**src/rtl/uart_rx_fsm.sv**
```systemverilog
// UART receive frame sequencer: start detection, 8x oversampling edge/bit
// counters, sampler/deserializer/checker enables and the data_valid pulse.
module uart_rx_fsm #(
   parameter int DATA_WIDTH = 8
) (
   input  logic       CLK,
   input  logic       RST,
   input  logic       RX_IN,
   input  logic       PAR_EN,
   input  logic       strt_glitch,
   input  logic       par_err,
   input  logic       stp_err,
   output logic [2:0] edge_cnt,
   output logic [3:0] bit_cnt,
   output logic       dat_samp_en,
   output logic       deser_en,
   output logic       strt_chk_en,
   output logic       par_chk_en,
   output logic       stp_chk_en,
   output logic       data_valid
);

   localparam logic [3:0] LAST_BIT = 4'(DATA_WIDTH - 1);

   typedef enum logic [2:0] {
      IDLE,
      START,
      DATA,
      PARITY,
      STOP
   } state_e;

   state_e     state_q, state_d;
   logic [2:0] edge_q, edge_d;
   logic [3:0] bit_q, bit_d;
   logic       valid_q, valid_d;
   logic       par_err_l_q, par_err_l_d;
   logic       par_en_l_q, par_en_l_d;
   logic       bit_end;

   assign bit_end = (edge_q == 3'd7);

   always_ff @(posedge CLK) begin
      if (RST) begin
         state_q     <= IDLE;
         edge_q      <= 3'd0;
         bit_q       <= 4'd0;
         valid_q     <= 1'b0;
         par_err_l_q <= 1'b0;
         par_en_l_q  <= 1'b0;
      end else begin
         state_q     <= state_d;
         edge_q      <= edge_d;
         bit_q       <= bit_d;
         valid_q     <= valid_d;
         par_err_l_q <= par_err_l_d;
         par_en_l_q  <= par_en_l_d;
      end
   end

   always_comb begin
      state_d     = state_q;
      edge_d      = (state_q == IDLE) ? 3'd0 : edge_q + 3'd1;
      bit_d       = bit_q;
      valid_d     = 1'b0;
      par_err_l_d = par_err_l_q;
      par_en_l_d  = par_en_l_q;
      dat_samp_en = 1'b0;
      deser_en    = 1'b0;
      strt_chk_en = 1'b0;
      par_chk_en  = 1'b0;
      stp_chk_en  = 1'b0;
      case (state_q)
         IDLE: begin
            if (!RX_IN) state_d = START;
         end
         START: begin
            dat_samp_en = 1'b1;
            strt_chk_en = bit_end;
            if (bit_end) begin
               if (strt_glitch) begin
                  state_d = IDLE;
               end else begin
                  state_d    = DATA;
                  bit_d      = 4'd0;
                  par_en_l_d = PAR_EN;
               end
            end
         end
         DATA: begin
            dat_samp_en = 1'b1;
            deser_en    = 1'b1;
            if (bit_end) begin
               // bit_cnt parks on the last index once the byte is complete
               if (bit_q == LAST_BIT) begin
                  state_d = par_en_l_q ? PARITY : STOP;
               end else begin
                  bit_d = bit_q + 4'd1;
               end
            end
         end
         PARITY: begin
            dat_samp_en = 1'b1;
            par_chk_en  = bit_end;
            if (bit_end) begin
               par_err_l_d = par_err;
               state_d     = STOP;
            end
         end
         STOP: begin
            dat_samp_en = 1'b1;
            stp_chk_en  = bit_end;
            if (bit_end) begin
               valid_d     = !stp_err && !par_err_l_q;
               par_err_l_d = 1'b0;
               state_d     = IDLE;
            end
         end
         default: begin
            state_d = IDLE;
         end
      endcase
   end

   assign edge_cnt   = edge_q;
   assign bit_cnt    = bit_q;
   assign data_valid = valid_q;

endmodule
```
**config.mk**
```make
export PLATFORM = sky130hd
export DESIGN_NAME = uart_rx_fsm
export DESIGN_NICKNAME = d
export VERILOG_FILES = /design/src/rtl/uart_rx_fsm.sv
export SDC_FILE = /design/constraint.sdc
export NUM_CORES = 1
export LEC_CHECK = 0
export CORE_MARGIN = 2
export CORE_UTILIZATION = 47
export CTS_CLUSTER_SIZE = 14
export DETAILED_ROUTE_END_ITERATION = 12
export MAX_ROUTING_LAYER = met4
export PLACE_DENSITY = 0.82
export SYNTH_ARGS = -nofsm -noshare
export SYNTH_HDL_FRONTEND = slang
export SYNTH_SLANG_ARGS = --single-unit
```
**constraint.sdc**
```tcl
create_clock -name CLK -period 2.3 [get_ports CLK]
set_clock_uncertainty 0.15 [all_clocks]
set_input_delay 0.345 -clock CLK [delete_from_list [all_inputs] [get_ports CLK]]
set_output_delay 0.345 -clock CLK [all_outputs]
set_load 0.02 [all_outputs]
```
==> results of run 1 <==
## sequential cells by signal (all words and copies together), names as in the netlist
register,flops
par_err_l_q,1
par_en_l_q,1
state_q,3
bit_cnt,4
data_valid,1
edge_cnt,3
## stage by stage
| stage | cell area [sq um] | worst slack [ns] | instances | hold slack, ns |
|---|---|---|---|---|
| after floorplan | 774 | 0.321 | 91 | 0.259 |
| after global placement | 1010 | 0.232 | 128 | 0.268 |
| after detailed placement | 1010 | 0.199 | 128 | 0.268 |
| after global routing | 1030 | 0.0142 | 132 | 0.293 |
| after CTS | 1030 | 0.0710 | 132 | 0.279 |
| final | 1030 | 0.0684 | 132 | 0.275 |
## critical path, cell delays in order, from the launching register on
cell and delay (ns):
dfxtp_1 0.31, buf_4 0.17, nor3_1 0.35, nor2_1 0.08
clkdlybuf4s50_1 0.55
## power by group through the flow
stage               combinational (mW)  clock [mW]  sequential, mW
global route                     0.422       0.158           0.301
CTS                              0.391       0.147           0.296
floorplan                        0.264           0           0.294
global placement                 0.377           0           0.298
finish                           0.394       0.143           0.296
detailed placement               0.387           0           0.299
## path summary, 6_finish.rpt
kind               startpoint           to  slack, ns  cells after the start
setup / recovery   state_q[2]  dat_samp_en       0.07                      4
hold / removal    par_err_l_q   data_valid       0.28                      1
setup reg to reg  edge_cnt[0]   state_q[1]       0.22                      6
hold reg to reg   par_err_l_q   data_valid       0.28                      1
## synthesized netlist by cell type, types with 3 or more instances
cell type / n
nand3b_1: 3
nand3_1: 5
a21oi_1: 5
nor2_1: 11
nand2_1: 7
ha_1: 4
o21ai_0: 4
and2_1: 3
nor2b_1: 3
dfxtp_1: 13
## layer usage
| metal | wire length, um | global-route usage | vias up | share of wire |
|---|---|---|---|---|
| met3 | 132 | 0.0245 | 4 | 0.071 |
| met5 | 0 | - | - | 0 |
| li1 | - | - | 376 | - |
| met4 | 23 | 0.0909 | 0 | 0.012 |
| met2 | 911 | 0.348 | 39 | 0.49 |
| met1 | 801 | 0.271 | 357 | 0.43 |
## cell families (layout without fill, tap and decap cells)
| group | count (synthesis) | count (layout) | share of synthesized area |
|---|---|---|---|
| buffers and inverters | 8 | 33 | 0.0565 |
| and+or+nand+nor | 44 | 44 | 0.341 |
| muxes | 1 | 1 | 0.0129 |
| adders and majority gates | 4 | 4 | 0.0646 |
| AOI/OAI and AO/OA | 21 | 21 | 0.189 |
| DFF | 13 | 13 | 0.336 |
## timing repair
item                       CTS  global route
gates resized for setup      5             0
hold buffers                 0             0
setup endpoints to repair    4             0
## layout make-up
type                       count  area, sq um  area share
multi-input combinational     70          473       0.457
clock buffer                   4         26.3      0.0254
tap                           16         20.0      0.0193
inverter                       2         7.51     0.00726
timing repair buffer          27          246       0.238
sequential                    13          262       0.253
==> run_results.csv, run 1 <==
group,metric,value,unit
outcome,status,"completed",
worst_setup_path,critical_path_class,"flop to output port",
timing,max_freq,0.448,GHz
floorplan,io-pin-count,20,
timing,final-setup-viol-count,0,
cts,cts_sinks,13,
place,dpl.hpwl,1340,um
final_layout,fin_util,0.679,
synth,netlist.area_leader.share,0.336,
floorplan,coreArea,1520,sq um
timing,period_share,0.970,
global_routing,first_global_vias,724,
global_routing,grt-ovfl-total,0,
final_layout,layout-drive-gt1-share,0.172,
cts,clkTransAtPathRegs,0.08,ns
floorplan,die_height,44.6,um
timing,max_slew_margin,0.598,
worst_setup_path,start_kind,"flop",
synth,synth_cells,91,
synth,synthTopCellsByArea,"dfxtp_1 34%, ha_1 6.5%, nor2_1 5.3%",
worst_setup_path,critPathMaxFanout,9,
timing,finalCriticalPeriod,2.23,ns
synth,synth-seq-cells,13,
place,gp_congestion,0.808,
pwr,switching_share,0.382,
global_routing,antenna_found_initial,0,
pwr,total_power,0.833,mW
pwr,p_sw,0.318,mW
drt,postRouteAntennaNets,0,
final_layout,diodes,0,
timing,hold_viol_final,0,
synth,avgSynthCellArea,8.51,sq um
cts,clkLatencyLatePin,0.28,ns
floorplan,dieArea,1990,sq um
timing,final_max_slew_viol_count,0,
cts,cts-root-buf,"clkbuf_4",
worst_hold_path,hp-class,"flop to flop",
synth,ys_warn_count,0,
drt,drc_errors,0,
pwr,cellInternalPower,0.515,mW
synth,synth_top_cell_by_area,"dfxtp_1",
pwr,pwr-share-seq,0.355,
run,cap_viol_max_count,0,
floorplan,die_w,44.6,um
worst_setup_path,endpoint_kind,"output port",
global_routing,grt.total_usage,0.216,
worst_setup_path,cp.arrival,1.74,ns
synth,synth-edff-count,0,
final_layout,area_delta_synth_final,33.6,%
cts,cts-buffers-inserted,3,
timing,worstMarginPinSlew,0.594,ns
drt,wl_per_cell,14.1,um
synth,ys.flop_type,"dfxtp_1",
final_layout,final_nets,128,
drt,wl,1870,um
drt,drt_iter0_markers,21,
drt,vias_per_cell,5.88,
pwr,p_per_area,805,nW/um^2
synth,synth.yosys.seq_area_share,0.336,
drt,drt_pass1_iterations,4,
pwr,clockPowerShare,0.171,
cts,cts_tree,"built",
cts,clock_tree.buffer_depth,2,
cts,cts_setup_buffers,0,
final_layout,layout_common_cells,"16 x clkdlybuf4s50_1, 12 x dfxtp_1, 11 x nor2_1",
synth,synth.distinct_cells,36,
global_routing,grt_max_degree,13,
pwr,combPwrFrac,0.474,
timing,grt_setup_unrepaired,"false",
worst_setup_path,required,1.80,ns
timing,fin_setup_tns,0,ns
drt,vias,776,
global_routing,grt_pass1_wl,3080,um
pwr,p_leak,0.403,nW
synth,syn_area,774,sq um
synth,async_flop_share,0,
floorplan,rows,14,
place,portBuffers,19,
final_layout,fill_cells,135,
pwr,ir_drop,0.509,mV
final_layout,final_common_cell,"clkdlybuf4s50_1",
cts,htree_levels,1,
synth,synth_nets,102,
floorplan,start_util,0.508,
No activity file was read; power rests on OpenSTA's default activity.
==> inputs of run 2 (changes only) <==
clock period = 2.2 ns   (was 2.3 ns; I/O delays follow)
==> run 2 against run 1 <==
Compared with the run above:
- die area stayed put
- first-iteration DRC count shrank 9.5%
- sequential power is 5% higher
- via count is 1.8% higher
- combinational power rose by 10%
- clock power is 4% higher
- cell count increased by 2.3%
- worst setup slack worse by 0.00092 ns
- wire length increased by 3.2%
- global-route usage rose by 1.1 points
- sequential share of layout area down 0.88 points
- flip-flop and latch count did not move
==> run_results.csv, run 2 (synthesis results as in run 1) <==
group,metric,value,unit
final_layout,fin_util,0.704,
place,gp_congestion,0.810,
cts,cts-buffers-inserted,3,
cts,cts-root-buf,"clkbuf_4",
worst_setup_path,critPathTopFamily,"buffers and inverters",
drt,vias,790,
timing,hold_ws,0.292,ns
worst_setup_path,critical_path_class,"flop to output port",
drt,drt_iter0_markers,19,
drt,drt_pass1_iterations,4,
floorplan,die_height,44.6,um
floorplan,io-pin-count,20,
global_routing,use_met3,0.0245,
timing,final_max_slew_viol_count,0,
outcome,status,"completed",
timing,period_share,0.969,
worst_setup_path,cp.arrival,1.65,ns
drt,drc_errors,0,
pwr,p_per_area,833,nW/um^2
cts,clkTransAtPathRegs,0.08,ns
worst_setup_path,critPathMaxFanout,9,
global_routing,antenna_found_initial,0,
timing,max_freq,0.469,GHz
cts,postCtsHoldBufs,0,
worst_setup_path,cpMaxStageDelayCell,"clkdlybuf4s50_1",
cts,clock_tree.buffer_depth,2,
drt,vias_per_cell,5.85,
global_routing,use_met2,0.388,
cts,cts_setup_buffers,0,
floorplan,coreArea,1520,sq um
global_routing,grt-ovfl-total,0,
global_routing,first_global_vias,763,
worst_setup_path,path_cells,"buf_4 -> nor2_1 -> nor2_1 -> nor2_1 -> clkdlybuf4s50_1",
floorplan,rows,14,
cts,cts_tree,"built",
worst_setup_path,start_kind,"flop",
drt,postRouteAntennaNets,0,
global_routing,grt_busiest_layer,"met2",
final_layout,final_nets,131,
final_layout,diodes,0,
final_layout,layout-drive-gt1-share,0.210,
place,portBuffers,19,
final_layout,largest_reg_flops,4,
final_layout,fill_cells,129,
drt,wl,1930,um
cts,cts_sinks,13,
global_routing,grt.total_usage,0.227,
final_layout,layout_common_cells,"15 x clkdlybuf4s50_1, 12 x dfxtp_1, 11 x nor2_1, 11 x buf_4, 7 x nand2_1",
timing,fin_setup_tns,0,ns
worst_setup_path,slowest_delay,0.60,ns
timing,max_slew_margin,0.705,
place,placed_area,1030,sq um
place,pre_cts_slack,0.0890,ns
place,dpl.hpwl,1380,um
floorplan,dieArea,1990,sq um
global_routing,grt_pass1_wl,3240,um
timing,final-setup-viol-count,0,
final_layout,area_delta_synth_final,38.4,%
worst_setup_path,cp_common_cell,"nor2_1",
cts,clkLatencyLatePin,0.28,ns
timing,grt_setup_unrepaired,"false",
pwr,ir_drop,0.790,mV
run,cap_viol_max_count,0,
worst_setup_path,required,1.72,ns
timing,worstMarginPinSlew,0.441,ns
global_routing,grt_max_degree,12,
pwr,p_leak,0.439,nW
worst_setup_path,endpoint_kind,"output port",
final_layout,final_common_cell,"clkdlybuf4s50_1",
floorplan,die_w,44.6,um
timing,finalCriticalPeriod,2.13,ns
drt,wl_per_cell,14.3,um
timing,setup_slack,0.0675,ns
worst_hold_path,hp-class,"flop to flop",
cts,htree_levels,1,
timing,hold_viol_final,0,
floorplan,start_util,0.508,
worst_setup_path,cp_num_buf_inv,2,
global_routing,use_met1,0.268,
final_layout,stdcell_area,1070,sq um
## run 2: cell count changes in the layout (fill, tap and decap cells not counted), sizes merged
cell	before	now
buf	8	11
clkdlybuf4s50	16	15
dlymetal6s2s	0	1
## run 2: power by group
part           switching (mW)  total [mW]  leakage [nW]  internal, mW
clock                  0.0790       0.149        0.0150        0.0703
combinational           0.218       0.434         0.319         0.216
sequential             0.0422       0.310         0.106         0.268
total                   0.339       0.893         0.439         0.554
## run 2: timing repair
action / 4_1_cts / 5_1_grt
setup endpoints to repair: 3 / 3
endpoints found under the hold margin: 0 / 0
gates resized for setup: 4 / 4
## run 2: final timing paths
path,start,end,slack [ns],cells after the start
worst min-delay path,par_err_l_q,data_valid,0.29,1
worst max register to register,edge_cnt[0],state_q[1],0.26,7
worst max-delay path,state_q[1],dat_samp_en,0.07,5
worst min register to register,par_err_l_q,data_valid,0.29,1
## run 2: worst reg2reg max path, delay by kind of cell, from the launching register on
kind | cells | cell delay, ns
AOI/OAI and AO/OA | 3 | 0.70
adders and majority gates | 2 | 0.45
DFF | 1 | 0.36
buffers and inverters | 1 | 0.14
and+or+nand+nor | 1 | 0.05
## run 2: metrics by stage
| stage | std cells | total power [mW] |
|---|---|---|
| after floorplan | 91 | 0.584 |
| after CTS | 135 | 0.872 |
| after global placement | 131 | 0.715 |
| after global routing | 135 | 0.945 |
| after detailed placement | 131 | 0.725 |
| final | 135 | 0.893 |
## run 2: layer usage
layer / vias to the layer above / wire [um] / share of wire
met5: - / 0 / 0
met1: 374 / 860 / 0.45
met2: 26 / 943 / 0.49
met3: 4 / 97 / 0.050
met4: 0 / 25 / 0.013
li1: 386 / - / -
## run 2: layout make-up
type                    count  area (sq um)  share of cell area
multi-input cells          70           485               0.453
repair buffers             30           272               0.253
inverters                   2          7.51             0.00700
well taps                  16          20.0              0.0187
flip-flops and latches     13           262               0.244
clock buffers               4          26.3              0.0245
